## config.mk

```make
export PLATFORM = sky130hd
export DESIGN_NAME = opb_master_single
export DESIGN_NICKNAME = d
export VERILOG_FILES = /design/src/rtl/opb_master_pkg.sv /design/src/rtl/opb_master_tout_ctr.sv /design/src/rtl/opb_master_single.sv
export SDC_FILE = /design/constraint.sdc
export NUM_CORES = 1
export LEC_CHECK = 0
export ABC_AREA = 1
export CORE_UTILIZATION = 37
export CTS_CLUSTER_SIZE = 24
export DETAILED_ROUTE_END_ITERATION = 7
export GPL_TIMING_DRIVEN = 0
export PLACE_DENSITY = 0.81
export SYNTH_ARGS = -nofsm -noshare
export SYNTH_HDL_FRONTEND = slang
export SYNTH_SLANG_ARGS = --single-unit
```

## constraint.sdc

```tcl
create_clock -name OPB_Clk -period 1.39 [get_ports OPB_Clk]
set_input_delay 0.2085 -clock OPB_Clk [delete_from_list [all_inputs] [get_ports OPB_Clk]]
set_output_delay 0.2085 -clock OPB_Clk [all_outputs]
set_load 0.02 [all_outputs]
```

## src/rtl/opb_master_pkg.sv

```systemverilog
// Shared definitions for the single-beat OPB master.
// Contents: FSM state encoding, default bus widths, byte-enable width
// helper and the response codes held between transactions.
package opb_master_pkg;

  typedef enum logic [1:0] {
    ST_IDLE = 2'd0,
    ST_REQ  = 2'd1,
    ST_XFER = 2'd2,
    ST_RESP = 2'd3
  } state_e;

  localparam int unsigned DEF_AWIDTH = 32;
  localparam int unsigned DEF_DWIDTH = 32;

  // Response codes latched when a transaction leaves XFER.
  localparam logic [1:0] RSP_OK   = 2'b00;
  localparam logic [1:0] RSP_ERR  = 2'b01;
  localparam logic [1:0] RSP_TOUT = 2'b10;

  function automatic int unsigned be_width(input int unsigned dwidth);
    return dwidth / 8;
  endfunction

endpackage

```

## src/rtl/opb_master_tout_ctr.sv

```systemverilog
// Local data-phase timeout counter.
// Ports:
//   clk_i   clock
//   rst_ni  synchronous active-low reset
//   clr_i   hold the count at zero (asserted whenever the master is not in XFER)
//   en_i    advance the count (deasserted while the slave suppresses timeout)
//   term_o  count has reached C_TIMEOUT-1
module opb_master_tout_ctr #(
  parameter int unsigned C_TIMEOUT = 16
) (
  input  logic clk_i,
  input  logic rst_ni,
  input  logic clr_i,
  input  logic en_i,
  output logic term_o
);

  localparam int unsigned CW = $clog2(C_TIMEOUT);

  logic [CW-1:0] cnt_q, cnt_d;

  assign term_o = (cnt_q == CW'(C_TIMEOUT - 1));

  // Saturate at the terminal value so a long suppression cannot wrap.
  always_comb begin
    cnt_d = cnt_q;
    if (clr_i) begin
      cnt_d = '0;
    end else if (en_i && !term_o) begin
      cnt_d = cnt_q + 1'b1;
    end
  end

  always_ff @(posedge clk_i) begin
    if (!rst_ni) begin
      cnt_q <= '0;
    end else begin
      cnt_q <= cnt_d;
    end
  end

endmodule

```

## src/rtl/opb_master_single.sv

```systemverilog
// Single-beat OPB bus master for fabric user logic.
// User side : cmd_valid/cmd_ready handshake (accepted on a clock edge where
//             both are high; cmd_ready is high only in IDLE), command fields
//             cmd_rnw/addr/wdata/be. Completion is a one-cycle rsp_valid pulse
//             with rsp_rdata/rsp_err/rsp_timeout; there is no backpressure.
// Bus side  : M_request/M_select/M_RNW/M_ABus/M_BE/M_DBus driven onto the
//             OR-bus (all zero while not selected), M_seqAddr/M_busLock tied 0,
//             OPB_MGrant/xferAck/errAck/retry/toutSup/timeout/DBus sampled.
// Debug     : dbg_state_o exposes the FSM state.
module opb_master_single
  import opb_master_pkg::*;
#(
  parameter int unsigned C_OPB_AWIDTH = DEF_AWIDTH,
  parameter int unsigned C_OPB_DWIDTH = DEF_DWIDTH,
  parameter int unsigned C_TIMEOUT    = 16,
  parameter int unsigned C_MAX_RETRY  = 8,
  parameter              C_FAMILY     = "virtex6",
  localparam int unsigned BW          = be_width(C_OPB_DWIDTH)
) (
  input  logic                   OPB_Clk,
  input  logic                   OPB_Rst,
  input  logic                   cmd_valid,
  output logic                   cmd_ready,
  input  logic                   cmd_rnw,
  input  logic [0:C_OPB_AWIDTH-1] cmd_addr,
  input  logic [0:C_OPB_DWIDTH-1] cmd_wdata,
  input  logic [0:BW-1]          cmd_be,
  output logic                   rsp_valid,
  output logic [0:C_OPB_DWIDTH-1] rsp_rdata,
  output logic                   rsp_err,
  output logic                   rsp_timeout,
  output logic                   M_request,
  output logic                   M_select,
  output logic                   M_RNW,
  output logic [0:C_OPB_AWIDTH-1] M_ABus,
  output logic [0:BW-1]          M_BE,
  output logic [0:C_OPB_DWIDTH-1] M_DBus,
  output logic                   M_seqAddr,
  output logic                   M_busLock,
  input  logic                   OPB_MGrant,
  input  logic                   OPB_xferAck,
  input  logic                   OPB_errAck,
  input  logic                   OPB_retry,
  input  logic                   OPB_toutSup,
  input  logic                   OPB_timeout,
  input  logic [0:C_OPB_DWIDTH-1] OPB_DBus,
  output state_e                 dbg_state_o
);

  localparam int unsigned RCW = $clog2(C_MAX_RETRY + 1);

  // The family name only travels with the core for tool flows.
  if (C_FAMILY == "") begin : g_no_family
  end

  state_e                  state_q, state_d;
  logic                    rnw_q;
  logic [0:C_OPB_AWIDTH-1] addr_q;
  logic [0:C_OPB_DWIDTH-1] wdata_q;
  logic [0:BW-1]           be_q;
  logic [RCW-1:0]          retry_q;
  logic [0:C_OPB_DWIDTH-1] rdata_q, rdata_d;
  logic [1:0]              code_q, code_d;
  logic                    rsp_upd, retry_inc, retry_last, tout_term, accept;

  assign accept     = (state_q == ST_IDLE) && cmd_valid;
  assign retry_last = (retry_q == RCW'(C_MAX_RETRY - 1));

  opb_master_tout_ctr #(.C_TIMEOUT(C_TIMEOUT)) u_tout (
    .clk_i  (OPB_Clk),
    .rst_ni (OPB_Rst),
    .clr_i  (state_q != ST_XFER),
    .en_i   ((state_q == ST_XFER) && !OPB_toutSup),
    .term_o (tout_term)
  );

  // Data-phase termination, in priority order: errAck, xferAck, retry, timeout.
  always_comb begin
    rsp_upd   = 1'b0;
    retry_inc = 1'b0;
    rdata_d   = '0;
    code_d    = RSP_OK;
    if (state_q == ST_XFER) begin
      if (OPB_errAck) begin
        rsp_upd = 1'b1;
        code_d  = RSP_ERR;
      end else if (OPB_xferAck) begin
        rsp_upd = 1'b1;
        rdata_d = rnw_q ? OPB_DBus : '0;
      end else if (OPB_retry) begin
        if (retry_last) begin
          rsp_upd = 1'b1;
          code_d  = RSP_ERR;
        end else begin
          retry_inc = 1'b1;
        end
      end else if (OPB_timeout || (tout_term && !OPB_toutSup)) begin
        rsp_upd = 1'b1;
        code_d  = RSP_TOUT;
      end
    end
  end

  // FSM: state register.
  always_ff @(posedge OPB_Clk) begin
    if (!OPB_Rst) begin
      state_q <= ST_IDLE;
    end else begin
      state_q <= state_d;
    end
  end

  // FSM: next state.
  always_comb begin
    state_d = state_q;
    case (state_q)
      ST_IDLE: if (cmd_valid)  state_d = ST_REQ;
      ST_REQ:  if (OPB_MGrant) state_d = ST_XFER;
      ST_XFER: begin
        if (rsp_upd)        state_d = ST_RESP;
        else if (retry_inc) state_d = ST_REQ;
      end
      ST_RESP: state_d = ST_IDLE;
      default: state_d = ST_IDLE;
    endcase
  end

  // FSM: outputs. Bus fields are gated by select so idle cycles put zeros on the OR-bus.
  always_comb begin
    cmd_ready   = (state_q == ST_IDLE);
    M_request   = (state_q == ST_REQ);
    M_select    = (state_q == ST_XFER);
    rsp_valid   = (state_q == ST_RESP);
    M_RNW       = M_select && rnw_q;
    M_ABus      = M_select ? addr_q : '0;
    M_BE        = M_select ? be_q : '0;
    M_DBus      = (M_select && !rnw_q) ? wdata_q : '0;
    M_seqAddr   = 1'b0;
    M_busLock   = 1'b0;
    rsp_rdata   = rdata_q;
    rsp_err     = (code_q == RSP_ERR);
    rsp_timeout = (code_q == RSP_TOUT);
    dbg_state_o = state_q;
  end

  // Holding registers, retry count and the latched response.
  always_ff @(posedge OPB_Clk) begin
    if (!OPB_Rst) begin
      rnw_q   <= 1'b0;
      addr_q  <= '0;
      wdata_q <= '0;
      be_q    <= '0;
      retry_q <= '0;
      rdata_q <= '0;
      code_q  <= RSP_OK;
    end else begin
      if (accept) begin
        rnw_q   <= cmd_rnw;
        addr_q  <= cmd_addr;
        wdata_q <= cmd_wdata;
        be_q    <= cmd_be;
        retry_q <= '0;
      end else if (retry_inc) begin
        retry_q <= retry_q + 1'b1;
      end
      if (rsp_upd) begin
        rdata_q <= rdata_d;
        code_q  <= code_d;
      end
    end
  end

endmodule

```

==> results.txt <==
----------------------------------------------------
[Power and ir drop]
  Leakage power summed over all cells ... 3.89 nW
  Power per standard cell area ... 1290 nW/um^2
  Total chip power ... 12.9 mW
  IR Drop Worst-Case VDD ... 1040 uV

[STA]
  Number of failing hold endpoints at the final stage ... 0
  Worst Skew ... around 0.0080 ns
  Final WS setup ... -0.472 ns
  Transition time at the pin with the least slew margin ... 0.823 ns
  F_max ... 537 MHz
  Final-layout setup total negative slack ... -43.24 ns
  Final setup violation count ... 170
  Max Transition Viols Final ... 0
  Setup repair after global routing missed its margin ... yes
  Final period demand of the worst path ... 1.86 ns
  Worst max-slew margin expressed relative to the limit ... a little under half
  Share of the cycle needed by the critical path after routing ... 134%

[Global route]
  Number of antenna violations at the first check in global routing ... 0
  Pin count of the biggest net entering global routing ... 17
  Overall fraction of global-route tracks in use ... 26.1%
  Via count of the first global-routing pass ... 5471
  First-pass GRT wire length ... 26.1 mm
  Final global-route overflow total ... 0

[Yosys]
  Post-synth EDFFs ... 0
  Post-synthesis sequential area ratio ... 48.3%
  Synthesis Warnings ... 0
  Post-synthesis instance total ... 629
  Mapped Area ... 4680 um^2
  #FFs+latches synth ... 113
  Per-instance average area after synthesis ... 7.44 um^2
  Share of synthesized flip-flops with an asynchronous set or reset ... 0%
  Most used DFF post-synth ... dfxtp_1
  Count of cell types in the netlist ... 27

[Drt]
  Via count of the routed design ... 5783
  Wirelength per Cell ... 19.5 um
  Number of design rule violations left after detail routing ... 0
  Routed via count divided by cell count ... about 5.2
  First-pass DRT Iterations ... 5
  Iteration-0 DRC count of the detailed router ... 303
  Antenna Violating Nets Remaining ... 0
  Routed WL ... 21.6 mm

[Die]
  Starting Density ... roughly two fifths
  Core Area ... 12200 um^2
  Die Wd ... 114 um
  I/O pin total ... 221
  Die ar. ... 13100 um^2
  Placement Rows ... 40
  Die H ... 114 um

[Layout]
  Area delta synth->final ... 114%
  Sequential cell area in the final layout ... approximately 2300 um^2
  Util after Layout ... 82.2%
  NumNets Final ... 1038
  Filler cells ... between 600 and 700
  Most frequent cells in the layout ... 108 x dfxtp_1, 108 x clkdlybuf4s50_1, 86 x inv_1
  Ratio of cells with drive above 1 in the final layout ... 48.0%
  N_diodes ... 0
  Multi-input logic area ... 3130 um^2

[Setup path]
  Crit path arrival time ... approximately 1.7 ns
  Category of the most critical setup path ... flip-flop to output pin
  Critical Path Sink Type ... output pin
  Worst Path Required ... 1.18 ns
  Maximum fanout encountered on the critical timing path ... 12
  Element type at the critical path start ... flip-flop

[Status]
  Violated checks ... setup timing
  Outcome ... finished with violations

[Run]
  Number of max-capacitance violations reported ... 0

[Clock tree]
  Number of buffers inserted during clock tree synthesis ... 17
  Clock tree from TritonCTS ... yes
  Clock Sinks ... about 110
  Number of H-tree levels ... 4
  Library cell used as clock root buffer ... clkbuf_16
  Clk_lat worst skew ... 0.42 ns
  Worst-path clk slew ... roughly 0.05 ns
  Buffer depth of the longest clock path ... 2
  Hold buffer count at CTS ... 0

[Place]
  Port Buffers ... between 200 and 250
  Routability-driven placement congestion ratio ... between 0.7 and 0.8
  HPWL after detailed placement ... 10.5 mm
  Worst slack after detailed placement ... -0.682 ns

[Hold path]
  Hold Path Class ... primary input to flip-flop

----------------------------------------------------
-- power by group --
group | switching [mW] | total, mW | internal (mW) | leakage, nW
Combinational | 2.72 | 5.06 | 2.33 | 2.69
Sequential | 0.150 | 3.79 | 3.64 | 0.928
Clock | 1.52 | 4.02 | 2.50 | 0.267
Total | 4.39 | 12.9 | 8.47 | 3.89
-- metrics by stage --
step	cell area, um^2	hold WS, ns	cells
floorplan	5180	0.373	630
global placement	7570	0.440	1015
detailed placement	7570	0.450	1015
CTS	8730	0.158	1081
global route	10000	0.182	1107
finish	10000	0.160	1107
-- kinds of logic after synthesis --
logic type | after synthesis | share of synthesized area (%)
other | 1 | 0.0801
AND/OR/NAND/NOR | 190 | 17.1
AO/OA/AOI/OAI | 187 | 20.2
adder cells (fa/ha/maj) | 2 | 0.534
buffers and inverters | 136 | 13.8
flip-flops | 113 | 48.3
-- synth_stat cells (2+ instances only) --
cell,count,area (um^2)
dfxtp_1,113,2260
a21oi_1,107,536
inv_1,89,334
nor2_1,87,327
o21ai_0,60,300
nand2_1,54,203
nand3_1,39,195
buf_2,17,85.1
o21ai_1,16,80.1
buf_6,12,135
clkbuf_1,10,37.5
buf_4,6,45.0
nor2_2,3,18.8
ha_1,2,25.0
nand4_1,2,12.5
-- flip-flops by register name (all words and copies together), names as in the netlist --
name,cells
rnw_q,1
code_q,2
addr_q,32
retry_q,4
u_tout.cnt_q,4
rsp_rdata,32
be_q,4
dbg_state_o,2
wdata_q,32
-- final cells by class --
| type | instances | share of cell area [%] |
|---|---|---|
| multi-input cells | 382 | 31.3 |
| flip-flops and latches | 113 | 22.7 |
| clock inverters | 5 | 0.275 |
| clock buffers | 27 | 5.13 |
| repair buffers | 276 | 29.5 |
| inverters | 91 | 3.47 |
| well taps | 168 | 2.10 |
| plain buffers | 45 | 5.58 |
-- critical path: stages (launching register included) --
cell       delay (ns)
dfxtp_4          0.37
nor2_4           0.19
inv_2            0.10
buf_12           0.17
clkbuf_16        0.18
nor2_4           0.09
buf_6            0.12
-- path summary, 6_finish.rpt --
path	startpoint	slack (ns)	to	cells past startpoint
max	dbg_state_o[0]$_SDFFE_PN0P_	-0.47	M_ABus[10]	6
min	OPB_Rst	0.16	wdata_q[25]$_SDFFE_PN0P_	3
min reg2reg	rsp_rdata[8]$_SDFFE_PN0P_	0.46	rsp_rdata[8]$_SDFFE_PN0P_	2
max reg2reg	dbg_state_o[1]$_SDFFE_PN0P_	-0.35	rsp_rdata[11]$_SDFFE_PN0P_	11
-- per-layer routing --
layer | track usage [%] | vias to the layer above | wire length (um)
li1 | - | 2615 | -
met1 | 25.5 | 2749 | 7340
met2 | 47.0 | 307 | 11200
met3 | 10.3 | 112 | 1780
met4 | 14.2 | 0 | 1240
met5 | 0 | - | 0
-- repair_timing --
action | in CTS | in global routing
setup buffers | 28 | 20
hold endpoints to repair | 0 | 0
endpoints found under the setup margin | 147 | 187
resized for setup | 558 | 276
pin swaps | 48 | 26
cloned | 8 | 11
Note: power is estimated with default switching activity, not from simulation.
